File: config.mk
export PLATFORM = sky130hd
export DESIGN_NAME = mem_access
export DESIGN_NICKNAME = d
export VERILOG_FILES = /design/src/rtl/mem_access.sv
export SDC_FILE = /design/constraint.sdc
export NUM_CORES = 1
export LEC_CHECK = 0
export CORE_AREA = 8 8 260 262
export DETAILED_ROUTE_END_ITERATION = 7
export DIE_AREA = 0 0 268 270
export PLACE_DENSITY = 0.42
export REMOVE_ABC_BUFFERS = 1
export SKIP_CTS_REPAIR_TIMING = 1
export SLEW_MARGIN = 40
export SYNTH_ARGS = -nofsm -noshare
export SYNTH_HDL_FRONTEND = slang
export SYNTH_SLANG_ARGS = --single-unit
File: constraint.sdc
create_clock -name clk -period 3.15 [get_ports clk]
set_input_delay 0.315 -clock clk [delete_from_list [all_inputs] [get_ports clk]]
set_output_delay 0.315 -clock clk [all_outputs]
set_load 0.02 [all_outputs]
File: src/rtl/mem_access.sv
// rtl/mem_access.sv - memory stage: data-bus handshake for loads/stores, mem_wb payload and forward
module mem_access #(
    parameter int XLEN = 64,
    parameter int ILEN = 32
) (
    input  logic            clk,
    input  logic            rst_n,
    input  logic            ex_valid,
    input  logic [ILEN-1:0] ex_inst,
    input  logic [XLEN-1:0] ex_pc,
    input  logic [XLEN-1:0] ex_result,
    input  logic [XLEN-1:0] ex_store_data,
    input  logic [4:0]      ex_rd,
    input  logic            ex_wen,
    input  logic            advance,
    output logic            dreq_valid,
    output logic [XLEN-1:0] dreq_addr,
    output logic [2:0]      dreq_size,
    output logic [7:0]      dreq_strobe,
    output logic [XLEN-1:0] dreq_data,
    input  logic            dresp_data_ok,
    input  logic [XLEN-1:0] dresp_data,
    output logic            wb_valid,
    output logic [ILEN-1:0] wb_inst,
    output logic [XLEN-1:0] wb_pc,
    output logic [4:0]      wb_rd,
    output logic            wb_wen,
    output logic [XLEN-1:0] wb_data,
    output logic [4:0]      fwd_rd,
    output logic            fwd_wen,
    output logic [XLEN-1:0] fwd_data,
    output logic            misalign,
    output logic            ok
);

    typedef enum logic [1:0] {S_IDLE, S_WAIT, S_DONE} state_t;

    localparam logic [6:0] OP_LOAD  = 7'b0000011;
    localparam logic [6:0] OP_STORE = 7'b0100011;

    state_t          state, state_next;
    logic [XLEN-1:0] resp_q;

    logic [6:0] opcode;
    logic [2:0] funct3;
    logic [1:0] size;
    logic [2:0] offs;
    logic       is_load, is_store, mem_op, mis_raw, mem_go;
    logic       req_on, ok_int, take_resp;

    assign opcode   = ex_inst[6:0];
    assign funct3   = ex_inst[14:12];
    assign size     = funct3[1:0];
    assign offs     = ex_result[2:0];
    assign is_load  = (opcode == OP_LOAD);
    assign is_store = (opcode == OP_STORE);
    assign mem_op   = ex_valid & (is_load | is_store);

    always_comb begin
        mis_raw = 1'b0;
        case (size)
            2'd0: mis_raw = 1'b0;
            2'd1: mis_raw = offs[0];
            2'd2: mis_raw = |offs[1:0];
            2'd3: mis_raw = |offs;
            default: mis_raw = 1'b0;
        endcase
    end

    assign mem_go = mem_op & ~mis_raw;

    always_ff @(posedge clk or negedge rst_n) begin
        if (!rst_n) begin
            state  <= S_IDLE;
            resp_q <= '0;
        end else begin
            state <= state_next;
            if (take_resp) begin
                resp_q <= dresp_data;
            end
        end
    end

    always_comb begin
        state_next = state;
        case (state)
            S_IDLE: begin
                if (mem_go) begin
                    if (dresp_data_ok) state_next = advance ? S_IDLE : S_DONE;
                    else               state_next = S_WAIT;
                end
            end
            S_WAIT: begin
                if (dresp_data_ok) state_next = advance ? S_IDLE : S_DONE;
            end
            S_DONE: begin
                if (advance) state_next = S_IDLE;
            end
            default: state_next = S_IDLE;
        endcase
    end

    // A response is only meaningful while a request is actually outstanding.
    always_comb begin
        req_on    = 1'b0;
        ok_int    = 1'b1;
        take_resp = 1'b0;
        case (state)
            S_IDLE: begin
                req_on    = mem_go;
                ok_int    = mem_go ? dresp_data_ok : 1'b1;
                take_resp = mem_go & dresp_data_ok;
            end
            S_WAIT: begin
                req_on    = 1'b1;
                ok_int    = dresp_data_ok;
                take_resp = dresp_data_ok;
            end
            S_DONE: begin
                req_on    = 1'b0;
                ok_int    = 1'b1;
            end
            default: begin
                req_on    = 1'b0;
                ok_int    = 1'b1;
            end
        endcase
    end

    logic [7:0]      size_mask;
    logic [XLEN-1:0] load_src, load_shifted, load_ext;

    always_comb begin
        size_mask = 8'h00;
        case (size)
            2'd0: size_mask = 8'h01;
            2'd1: size_mask = 8'h03;
            2'd2: size_mask = 8'h0F;
            2'd3: size_mask = 8'hFF;
            default: size_mask = 8'h00;
        endcase
    end

    assign load_src     = (state == S_DONE) ? resp_q : dresp_data;
    assign load_shifted = load_src >> {offs, 3'b000};

    always_comb begin
        load_ext = load_shifted;
        case (size)
            2'd0: load_ext = funct3[2] ? {{(XLEN-8){1'b0}}, load_shifted[7:0]}
                                       : {{(XLEN-8){load_shifted[7]}}, load_shifted[7:0]};
            2'd1: load_ext = funct3[2] ? {{(XLEN-16){1'b0}}, load_shifted[15:0]}
                                       : {{(XLEN-16){load_shifted[15]}}, load_shifted[15:0]};
            2'd2: load_ext = funct3[2] ? {{(XLEN-32){1'b0}}, load_shifted[31:0]}
                                       : {{(XLEN-32){load_shifted[31]}}, load_shifted[31:0]};
            2'd3: load_ext = load_shifted;
            default: load_ext = load_shifted;
        endcase
    end

    // Request is gated by reset so an in-flight access drops the instant reset asserts.
    assign dreq_valid  = rst_n & req_on;
    assign dreq_addr   = ex_result;
    assign dreq_size   = {1'b0, size};
    assign dreq_strobe = is_store ? (size_mask << offs) : 8'h00;
    assign dreq_data   = ex_store_data << {offs, 3'b000};

    assign ok       = ok_int;
    assign misalign = mem_op & mis_raw;
    assign wb_valid = ex_valid & ok_int;
    assign wb_inst  = ex_inst;
    assign wb_pc    = ex_pc;
    assign wb_rd    = ex_rd;
    assign wb_wen   = ex_valid & ex_wen & ~misalign;
    assign wb_data  = is_load ? load_ext : ex_result;
    assign fwd_rd   = ex_rd;
    assign fwd_wen  = wb_wen & ok_int;
    assign fwd_data = wb_data;

endmodule

==> summary.txt, run 1 <==
Critical path
  • Reg2Reg Capture Point: resp_q[61]
  • Critical-path cell list: nand2b_4 -> mux4_2 -> a222oi_1 -> nor4b_2 -> nor3b_4 -> buf_6 -> buf_12 -> clkbuf_16 -> a31oi_2 -> buf_4
  • FF-to-FF Start: state[1]
  • Worst R2R Path Depth: 6
  • CP Buf/Inv Count: 4
  • Worst Path Class, Setup: reg -> out
  • Setup slack, reg-to-reg: 1280 ps
  • CP required: 2830 ps
  • Worst Path Arrival: 3180 ps
  • Crit end category: output pin
  • Max FO, Critical Path: 8
  • Largest delay contributor family on the critical path: buffers and inverters
  • CP peak stage delay: 540 ps
  • Slowest cell on the critical path: mux4_2
  • Startpoint types: flop

Detailed routing
  • Drt via density: 4.51
  • Drt wl/cell: 32.6 um
  • Drt drc: 0
  • Via count: between 10000 and 15000
  • Met2 routed WL: 33.3 mm
  • Met3 WL post-DR: roughly 11 mm
  • Routed Antenna Nets: 0
  • DR pass1 iterations: 5
  • DRT iter0 DRCs: 679
  • WL met1: 30.9 mm
  • DR top layer: met5
  • Final wirelength: 77.4 mm

Synth
  • Top FF cell, synth: dfrtp_1
  • Cell taking the most area after synthesis: buf_4
  • FFs w/ async S/R, synth: 100%
  • Top cells by area, synth: buf_4 (20%), dfrtp_1 (18%), mux4_2 (10%)
  • Most common cell in the synthesized netlist: buf_4
  • Syn Inst Count: 1115
  • Post-synth cell types: 53
  • Area share of the leading cell type in the synthesized netlist: 19.7%
  • Sequential cell area fraction in the yosys report: 17.7%
  • YS warnings: 0
  • Post-synth EDFFs: 0
  • FF+latch count, synth: 66
  • Post-synth top cells: buf_4 (245), nor2_1 (115), nand2_1 (106)
  • Post-Syn Area per Cell: 8.38 sq um
  • Mapped cell area: 9350 sq um

CTS
  • H-tree levels: 3
  • Maximum root-to-sink buffer count: 2
  • Worst-path clk slew: around 70 ps
  • Root Buffer: clkbuf_16
  • Clock sink count: 66
  • TritonCTS Buffers: 9
  • TritonCTS clock tree: built
  • Clock latency on the worst-skew pair: 360 ps

Placement
  • Dpl hpwl: 63.0 mm
  • Routability congestion estimate: 0.833
  • Placed Area: 14800 sq um
  • Post-Place Setup Slack: -400 ps
  • IO buf count: ~490

Die
  • Core area: around 64000 sq um
  • Starting density of the core: 14.7%
  • I/O Pins: between 600 and 700
  • Core Rows: 93
  • Die height: approximately 270 um
  • Die X: roughly 270 um
  • Die footprint: 72400 sq um

GRT
  • Global-route wire length before repair: 98.2 mm
  • Initial antenna violation count: 9
  • Vias in the first global route: 11000
  • Grt ovf: 0
  • Global Route Usage Sum: 19.8%
  • Largest net degree at the start of global routing: 51

Flow run
  • Max-cap violations: 0

Outcome
  • Outcome: complete, but fails checks
  • Failing checks: setup timing

Final layout
  • Register area: 1650 sq um
  • Final core utilization: 25.4%
  • Area Overhead vs Synth: 72.8%
  • Fillcell total: between 6000 and 7000
  • Cell area after layout: 16100 sq um
  • # nets final: 1811
  • Share of cells above drive strength 1: 36.3%
  • Multi-input gate area: 6140 sq um

Timing
  • Final Setup Violations: 93
  • Unrepaired setup endpoints after global routing: yes
  • Minimum clock period: around 3500 ps
  • Max_slew headroom: between 50% and 60%
  • Fin. Hold Viols: 0
  • Fin crit share: 111%
  • Max-slew violations: 0
  • Worst-Margin Slew: 674 ps
  • Total Negative Setup Slacks: -17540 ps
  • Worst Setup Slack, final: -342 ps
  • Worst-case clock skew: between 10 and 15 ps
  • Maximum clock frequency: 286 MHz

Hold path
  • Hold Crit Class: in -> async

Power and ir drop
  • Static leakage: 0.00697 uW
  • Power density cells: 279 nW/um^2
  • Worst vdd ir: 0.250 mV
-- power by group --
| group | internal (uW) | total [uW] | switching, uW |
|---|---|---|---|
| clock | 854 | 1300 | 450 |
| combinational | 1100 | 2230 | 1140 |
| sequential | 921 | 966 | 44.7 |
-- how the worst max path moves through the flow --
stage,from,endpoint,cells past startpoint
final,state[1],wb_data[42],10
after detailed placement,dresp_data[39],wb_data[47],8
after floorplan,state[0],fwd_data[24],6
after global placement,dresp_data[39],wb_data[47],8
after CTS,state[1],wb_data[47],8
after global routing,state[1],wb_data[42],10
-- worst reg2reg max path, delay by kind of cell (launching register included) --
family,cells,cell delay (ps)
buffers and inverters,3,510
flip-flops,1,430
multiplexers,1,430
AND/OR/NAND/NOR,2,380
-- placed cells by master, fill, tap and decap left out, drive strengths merged, types with 4 or more instances in the layout --
cell and n:
clkdlybuf4s50 345, buf 332, nor2 115, nand2 106
mux2i 89, mux2 88, dfrtp 66, a21oi 50
a31oi 49, mux4 42, dlymetal6s2s 23, o21ai 21
a22oi 19, clkbuf 16, o22ai 15, and2 14
and3 13, a32o 11, nor3 8, o22a 7
nand4 6, a211o 6, a211oi 5, inv 5
nand2b 5, o221ai 4, nand3 4, o211ai 4
bufinv 4, nor2b 4, a41oi 4
-- cells by family after synthesis --
logic type	count (synthesis)	share of synthesized area [%]
buffers and inverters	328	23.3
and+or+nand+nor	285	13.3
muxes	219	30.3
AOI/OAI and AO/OA	216	15.4
DFF	66	17.7
other	1	0.0401
-- cell type report --
cell class | instances | share of cell area [%]
antenna | 3 | 0.0465
clock buffer | 9 | 1.39
clock inverter | 7 | 0.875
inverter | 6 | 0.139
multi-input combinational | 721 | 38.0
sequential | 66 | 10.2
tap | 855 | 6.62
timing repair buffer | 708 | 42.7
-- metal layers --
layer | global-route usage, % | up-vias
li1 | - | 4607
met1 | 23.1 | 5240
met2 | 29.8 | 784
met3 | 12.6 | 62
met4 | 4.12 | 22
met5 | 6.23 | -
-- state kept, by name, indices dropped and copies added (netlist names) --
name	cells
state	2
resp_q	64
-- metrics by stage --
stage | total power (uW) | instances | hold WS, ps
2_1_floorplan | 1710 | 793 | 19.4
5_1_grt | 4720 | 2373 | 473
6_report | 4500 | 2375 | 458
3_5_place_dp | 3100 | 2318 | 265
3_3_place_gp | 3090 | 2318 | 262
4_1_cts | 4460 | 2334 | -144
(Power assumes the default switching activity.)
==> run 2: changes to the inputs <==
==> constraint.sdc (replaced) <==
create_clock -name clk -period 3.15 [get_ports clk]
set_input_delay 0.7875 -clock clk [delete_from_list [all_inputs] [get_ports clk]]
set_output_delay 0.7875 -clock clk [all_outputs]
set_load 0.02 [all_outputs]
==> run 2 against run 1 <==
Effect of this change: the flow still finishes with violations (setup timing); setup slack worse by 340 ps; routed wire length grew 4.2%; global-route usage rose by 0.25 points; highest routed layer unchanged; clock skew grew 3.7 ps.
==> summary.txt, run 2 (synthesis results as in run 1) <==
Critical path
  • WP depth: 10 (unchanged)
  • CP Buf/Inv Count: 4 (unchanged)
  • CP peak stage delay: 540 ps (about the same)
  • Largest delay contributor family on the critical path: buffers and inverters (unchanged)
  • Critical-path cell list: nand2b_4 -> mux4_2 -> a222oi_1 -> nor4b_2 -> nor3b_4 -> buf_6 -> buf_12 -> a31oi_4 -> buf_6 -> buf_8 (was nand2b_4 -> mux4_2 -> a222oi_1 -> nor4b_2 -> nor3b_4 -> buf_6 -> buf_12 -> clkbuf_16 -> a31oi_2 -> buf_4)
  • Critical path's most frequent cell: buf_6
  • CP required: 2360 ps (was 2830 ps)
  • Setup slack, reg-to-reg: 1320 ps (was 1280 ps)
  • Startpoint types: flop (unchanged)
  • Reg2Reg Capture Point: resp_q[13] (was resp_q[61])
  • Slowest cell on the critical path: mux4_2 (unchanged)
  • Max FO, Critical Path: 7 (was 8)
  • Crit end category: output pin (unchanged)
  • Worst R2R Path Depth: 7 (was 6)
  • Worst Path Arrival: 3040 ps (was 3180 ps)
  • End point of the critical path: fwd_data[54] (was wb_data[42])
  • Worst Path Class, Setup: reg -> out (unchanged)
  • Crit. Startpoint: state[1] (unchanged)
  • FF-to-FF Start: state[0] (was state[1])

Detailed routing
  • Via count: 11200 (was 10700)
  • DRT iter0 DRCs: 790 (was 679)
  • Routed Antenna Nets: 0 (unchanged)
  • Drt via density: 4.51 (about the same)
  • Drt drc: 0 (unchanged)
  • DR pass1 iterations: 5 (unchanged)
  • Drt wl/cell: 32.4 um (was 32.6 um)
  • Final wirelength: 80.7 mm (was 77.4 mm)

Flow run
  • Max-cap violations: 0 (unchanged)

Final layout
  • Max reg flops: 64 (unchanged)
  • Leading cell types in the layout, fill and taps excluded: buf_4 (298), clkdlybuf4s50_1 (258), nor2_1 (108), nand2_1 (100), dlymetal6s2s_1 (78) (was clkdlybuf4s50_1 (345), buf_4 (202), nor2_1 (111), nand2_1 (106), mux2i_1 (81))
  • Fillcell total: 6813 (was 6870)
  • Regs by FF count: resp_q (64), state (2) (unchanged)
  • Biggest register: resp_q (unchanged)
  • Share of cells above drive strength 1: 45.2% (was 36.3%)
  • # nets final: 1923 (was 1811)
  • Area Overhead vs Synth: 91.2% (was 72.8%)
  • Final core utilization: 28.1% (was 25.4%)
  • Leading cell type in the layout, fill and taps excluded: buf_4 (was clkdlybuf4s50_1)

GRT
  • Global-route wire length before repair: 99.8 mm (was 98.2 mm)
  • Vias in the first global route: 11400 (was 11000)
  • Global Route Usage Sum: 20.0% (was 19.8%)
  • Grt ovf: 0 (unchanged)
  • Largest net degree at the start of global routing: 50 (was 51)
  • Initial antenna violation count: 14 (was 9)

CTS
  • Worst-path clk slew: 70 ps (about the same)
  • Clock latency on the worst-skew pair: 370 ps (was 360 ps)
  • TritonCTS clock tree: built (unchanged)
  • Maximum root-to-sink buffer count: 2 (unchanged)
  • TritonCTS Buffers: 9 (unchanged)
  • Root Buffer: clkbuf_16 (unchanged)
  • H-tree levels: 3 (unchanged)
  • Clock sink count: 66 (unchanged)

Power and ir drop
  • Switching share of total power: 36.4% (was 36.2%)
  • Power density cells: 263 nW/um^2 (was 279 nW/um^2)
  • Power Total: 4710 uW (was 4500 uW)
  • Static leakage: 0.00847 uW (was 0.00697 uW)
  • Sequential group share of total power: 20.6% (was 21.4%)
  • Worst vdd ir: 0.264 mV (was 0.250 mV)
  • P_sw: 1710 uW (was 1630 uW)
  • Logic pwr share: 50.9% (was 49.6%)
  • Clock power share: 28.5% (was 29.0%)
  • Internal power: 2990 uW (was 2870 uW)

Timing
  • Max_slew headroom: 55.9% (was 55.1%)
  • Fin crit share: 122% (was 111%)
  • Total Negative Setup Slacks: -66390 ps (was -17540 ps)
  • Maximum clock frequency: 261 MHz (was 286 MHz)
  • Worst-Margin Slew: 662 ps (was 674 ps)
  • Max-slew violations: 0 (unchanged)
  • Fin. Hold Viols: 0 (unchanged)
  • Minimum clock period: 3830 ps (was 3490 ps)
  • Worst-case clock skew: 14.0 ps (was 10.3 ps)
  • Final Setup Violations: 128 (was 93)
  • Worst Setup Slack, final: -680 ps (was -342 ps)
  • Unrepaired setup endpoints after global routing: yes (unchanged)

Die
  • Core area: 63600 sq um (unchanged)
  • Die X: 268 um (unchanged)
  • Die footprint: 72400 sq um (unchanged)
  • I/O Pins: 678 (unchanged)
  • Die height: 270 um (unchanged)
  • Core Rows: 93 (unchanged)
  • Starting density of the core: 14.7% (unchanged)

Placement
  • Dpl hpwl: 63.6 mm (was 63.0 mm)
  • IO buf count: 489 (unchanged)
  • Routability congestion estimate: 0.855 (was 0.833)

Outcome
  • Outcome: complete, but fails checks (unchanged)
  • Failing checks: setup timing (unchanged)

Hold path
  • Hold Crit Class: in -> async (unchanged)
==> run 2: cell type report <==
| class | count | area [sq um] | area share [%] |
|---|---|---|---|
| clock buffers | 10 | 239 | 1.34 |
| diodes | 4 | 10.0 | 0.0560 |
| repair buffers | 820 | 8220 | 46.0 |
| multi-input cells | 721 | 6510 | 36.4 |
| flip-flops and latches | 66 | 1650 | 9.24 |
| inverters | 6 | 28.8 | 0.161 |
| clock inverters | 6 | 138 | 0.770 |
| well taps | 855 | 1070 | 5.99 |
==> run 2: how the worst min path moves through the flow <==
| stage | end | cells past startpoint | start | slack (ps) |
|---|---|---|---|---|
| floorplan | resp_q[18] | 1 | resp_q[18] | 450 |
| global placement | resp_q[18] | 1 | resp_q[18] | 470 |
| detailed placement | resp_q[11] | 1 | resp_q[11] | 480 |
| CTS | resp_q[15] | 2 | rst_n | 460 |
| global route | resp_q[15] | 2 | rst_n | 500 |
| finish | resp_q[15] | 2 | rst_n | 470 |
==> run 2: worst register-to-register path: cells and delay by family, from the launching register on <==
| kind | cells | cell delay (ps) |
|---|---|---|
| mux | 1 | 400 |
| simple gates | 2 | 280 |
| compound gates | 1 | 180 |
| buf+inv | 3 | 470 |
| flops | 1 | 380 |
==> run 2: routing by layer <==
layer | up-vias | global-route usage [%] | part of all wire [%] | wire (um)
met5 | - | 6.37 | 0.82 | 666
met4 | 26 | 3.79 | 2.4 | 1940
met3 | 102 | 12.5 | 14 | 11500
met2 | 806 | 30.8 | 43 | 35100
met1 | 5463 | 23.2 | 39 | 31600
li1 | 4830 | - | - | -
==> run 2: metrics by stage <==
stage                     cell area (sq um)  std cells  worst slack [ps]  hold slack (ps)
after floorplan                        7200        793             -2810              454
after global placement                15300       2392             -1320              466
after detailed placement              15300       2392             -1320              476
after CTS                             15700       2408             -1360              461
after global routing                  17900       2484              -812              497
final                                 17900       2488              -680              470
==> run 2: power groups by stage <==
| stage | Combinational [uW] | Clock (uW) | Sequential, uW |
|---|---|---|---|
| 2_1_floorplan | 747 | 0 | 966 |
| 4_1_cts | 2220 | 1390 | 962 |
| 6_report | 2400 | 1340 | 968 |
| 3_5_place_dp | 2200 | 0 | 978 |
| 3_3_place_gp | 2200 | 0 | 974 |
| 5_1_grt | 2530 | 1410 | 978 |
==> run 3: changes to the inputs <==
--- a/config.mk
+++ b/config.mk
@@ -5,9 +5,9 @@
 export SDC_FILE = /design/constraint.sdc
 export NUM_CORES = 1
 export LEC_CHECK = 0
-export CORE_AREA = 8 8 260 262
+export CORE_AREA = 8 8 261 263
 export DETAILED_ROUTE_END_ITERATION = 7
-export DIE_AREA = 0 0 268 270
+export DIE_AREA = 0 0 269 271
 export PLACE_DENSITY = 0.42
 export REMOVE_ABC_BUFFERS = 1
 export SKIP_CTS_REPAIR_TIMING = 1
==> run 3 against run 2 <==
Effect of this change: the flow still finishes with violations (setup timing); sequential cell count unchanged; worst hold slack improved by 13 ps; combinational power is 2% lower; count of clock-buffer cells in the layout rose by 2; sequential share of layout area increased by 0.35 points; register-to-register slack got worse by 200 ps; critical endpoint is now fwd_data[40].
==> summary.txt, run 3 (synthesis results as in run 1) <==
Final layout
  • Non-filler cells in the finished layout: 2460 (was 2488)
  • Max reg flops: 64 (unchanged)
  • Biggest register: resp_q (unchanged)
  • Leading cell types in the layout, fill and taps excluded: clkdlybuf4s50_1 (304), buf_4 (286), nor2_1 (108), nand2_1 (105), buf_6 (86) (was buf_4 (298), clkdlybuf4s50_1 (258), nor2_1 (108), nand2_1 (100), dlymetal6s2s_1 (78))
  • Regs by FF count: resp_q (64), state (2) (unchanged)
  • Fillcell total: 6829 (was 6813)
  • Leading cell type in the layout, fill and taps excluded: clkdlybuf4s50_1 (was buf_4)
  • Share of cells above drive strength 1: 42.5% (was 45.2%)
  • Cell area after layout: 17200 sq um (was 17900 sq um)
  • Multi-input gate area: 6390 sq um (was 6510 sq um)
  • Register area: 1650 sq um (about the same)
  • # nets final: 1897 (was 1923)
  • Area Overhead vs Synth: 84.3% (was 91.2%)

Timing
  • Final Setup Violations: 210 (was 128)
  • Total Negative Setup Slacks: -90280 ps (was -66390 ps)
  • Fin crit share: 126% (was 122%)
  • Max-slew violations: 0 (unchanged)
  • Worst-case clock skew: 6.55 ps (was 14.0 ps)
  • Max_slew headroom: 47.5% (was 55.9%)
  • Worst Hold Slack: 484 ps (was 470 ps)
  • Worst-Margin Slew: 787 ps (was 662 ps)
  • Unrepaired setup endpoints after global routing: yes (unchanged)
  • Minimum clock period: 3970 ps (was 3830 ps)
  • Worst Setup Slack, final: -817 ps (was -680 ps)
  • Fin. Hold Viols: 0 (unchanged)
  • Maximum clock frequency: 252 MHz (was 261 MHz)

Die
  • Die footprint: 72900 sq um (was 72400 sq um)
  • Core area: 63900 sq um (was 63600 sq um)
  • Die height: 271 um (was 270 um)
  • Die X: 269 um (was 268 um)
  • Starting density of the core: 14.6% (was 14.7%)
  • I/O Pins: 678 (unchanged)
  • Core Rows: 93 (unchanged)

Power and ir drop
  • Power density cells: 263 nW/um^2 (about the same)
  • Static leakage: 0.00769 uW (was 0.00847 uW)
  • Worst vdd ir: 0.239 mV (was 0.264 mV)

GRT
  • Largest net degree at the start of global routing: 50 (unchanged)
  • Initial antenna violation count: 10 (was 14)
  • Global-route wire length before repair: 98.5 mm (was 99.8 mm)
  • Global Route Usage Sum: 19.5% (was 20.0%)
  • Vias in the first global route: 11600 (was 11400)
  • Grt ovf: 0 (unchanged)

Hold path
  • Hold Crit Class: reg -> reg (was in -> async)

Detailed routing
  • DR pass1 iterations: 6 (was 5)
  • Drt drc: 0 (unchanged)
  • Final wirelength: 76.9 mm (was 80.7 mm)
  • Via count: 11000 (was 11200)
  • Drt wl/cell: 31.3 um (was 32.4 um)
  • DRT iter0 DRCs: 643 (was 790)
  • Drt via density: 4.47 (was 4.51)
  • Routed Antenna Nets: 0 (unchanged)

CTS
  • TritonCTS clock tree: built (unchanged)
  • H-tree levels: 3 (unchanged)
  • Clock sink count: 66 (unchanged)
  • Clock latency on the worst-skew pair: 360 ps (was 370 ps)
  • Maximum root-to-sink buffer count: 2 (unchanged)
  • Worst-path clk slew: 60 ps (was 70 ps)
  • TritonCTS Buffers: 9 (unchanged)
  • Root Buffer: clkbuf_16 (unchanged)

Critical path
  • Startpoint types: primary input (was flop)
  • Worst Path Arrival: 3180 ps (was 3040 ps)
  • Slowest cell on the critical path: mux4_2 (unchanged)
  • CP peak stage delay: 470 ps (was 540 ps)
  • Crit end category: output pin (unchanged)
  • Max FO, Critical Path: 5 (was 7)
  • CP required: 2360 ps (about the same)
  • Critical-path cell list: clkbuf_2 -> buf_4 -> mux4_2 -> a222oi_1 -> buf_4 -> nor4b_4 -> nor3b_4 -> buf_6 -> buf_12 -> buf_6 -> a31oi_4 -> buf_2 (was nand2b_4 -> mux4_2 -> a222oi_1 -> nor4b_2 -> nor3b_4 -> buf_6 -> buf_12 -> a31oi_4 -> buf_6 -> buf_8)
  • Worst Path Class, Setup: in -> out (was reg -> out)

Placement
  • Post-Place Setup Slack: -1420 ps (was -1320 ps)
  • Routability congestion estimate: 0.874 (was 0.855)
  • Placed Cells: 2407 (was 2392)
  • Dpl hpwl: 62.5 mm (was 63.6 mm)
  • Placed Area: 15400 sq um (was 15300 sq um)
  • IO buf count: 489 (unchanged)

Outcome
  • Failing checks: setup timing (unchanged)
  • Outcome: complete, but fails checks (unchanged)

Flow run
  • Max-cap violations: 0 (unchanged)
## run 3: cell types whose count changed in the layout (fill, tap and decap cells not counted), moves of 12 or more
cell             previous run  this run
dlymetal6s2s_1             78        37
buf_4                     298       286
clkdlybuf4s50_1           258       304
buf_6                      74        86
buf_2                      25        13
mux2i_1                    72        85
## run 3: area by class of cell
cell class	instances	share of cell area, %
Timing Repair Buffer	793	44.9
Multi-Input combinational cell	722	37.1
Clock inverter	4	0.421
Inverter	6	0.145
Tap cell	855	6.21
Sequential cell	66	9.60
Clock buffer	12	1.55
Antenna cell	2	0.0291
## run 3: metrics by stage
step	total power, uW	utilization (%)
after floorplan	1710	-
after global placement	3170	24.1
after detailed placement	3180	24.2
after CTS	4430	24.7
after global routing	4750	27.0
final	4530	27.0
## run 3: final timing paths
kind	startpoint	endpoint	slack (ps)	cells after the start
worst max register to register	state[0]	resp_q[11]	1120	8
worst max-delay path	dresp_data[31]	fwd_data[40]	-820	12
worst min register to register	resp_q[18]	resp_q[18]	480	1
min in group asynchronous	rst_n	resp_q[58]	530	2
max in group asynchronous	rst_n	resp_q[30]	2050	2
worst min-delay path	resp_q[18]	resp_q[18]	480	1
## run 3: power by group
group	internal (uW)	switching (uW)	total [uW]
Sequential	921	42.8	964
Clock	758	453	1210
Combinational	1170	1180	2350
Total	2850	1680	4530
## run 3: metal layers
layer,part of all wire (%),up-vias,global-route usage (%)
met5,0.66,-,4.43
met4,1.6,24,3.16
met3,13,64,10.8
met2,43,708,29.6
met1,42,5418,23.8
li1,-,4786,-
## run 3: critical path, delay by kind of cell
family	cells	cell delay, ps
AO/OA/AOI/OAI	2	520
multiplexers	1	470
AND/OR/NAND/NOR	2	330
buffers and inverters	7	1050
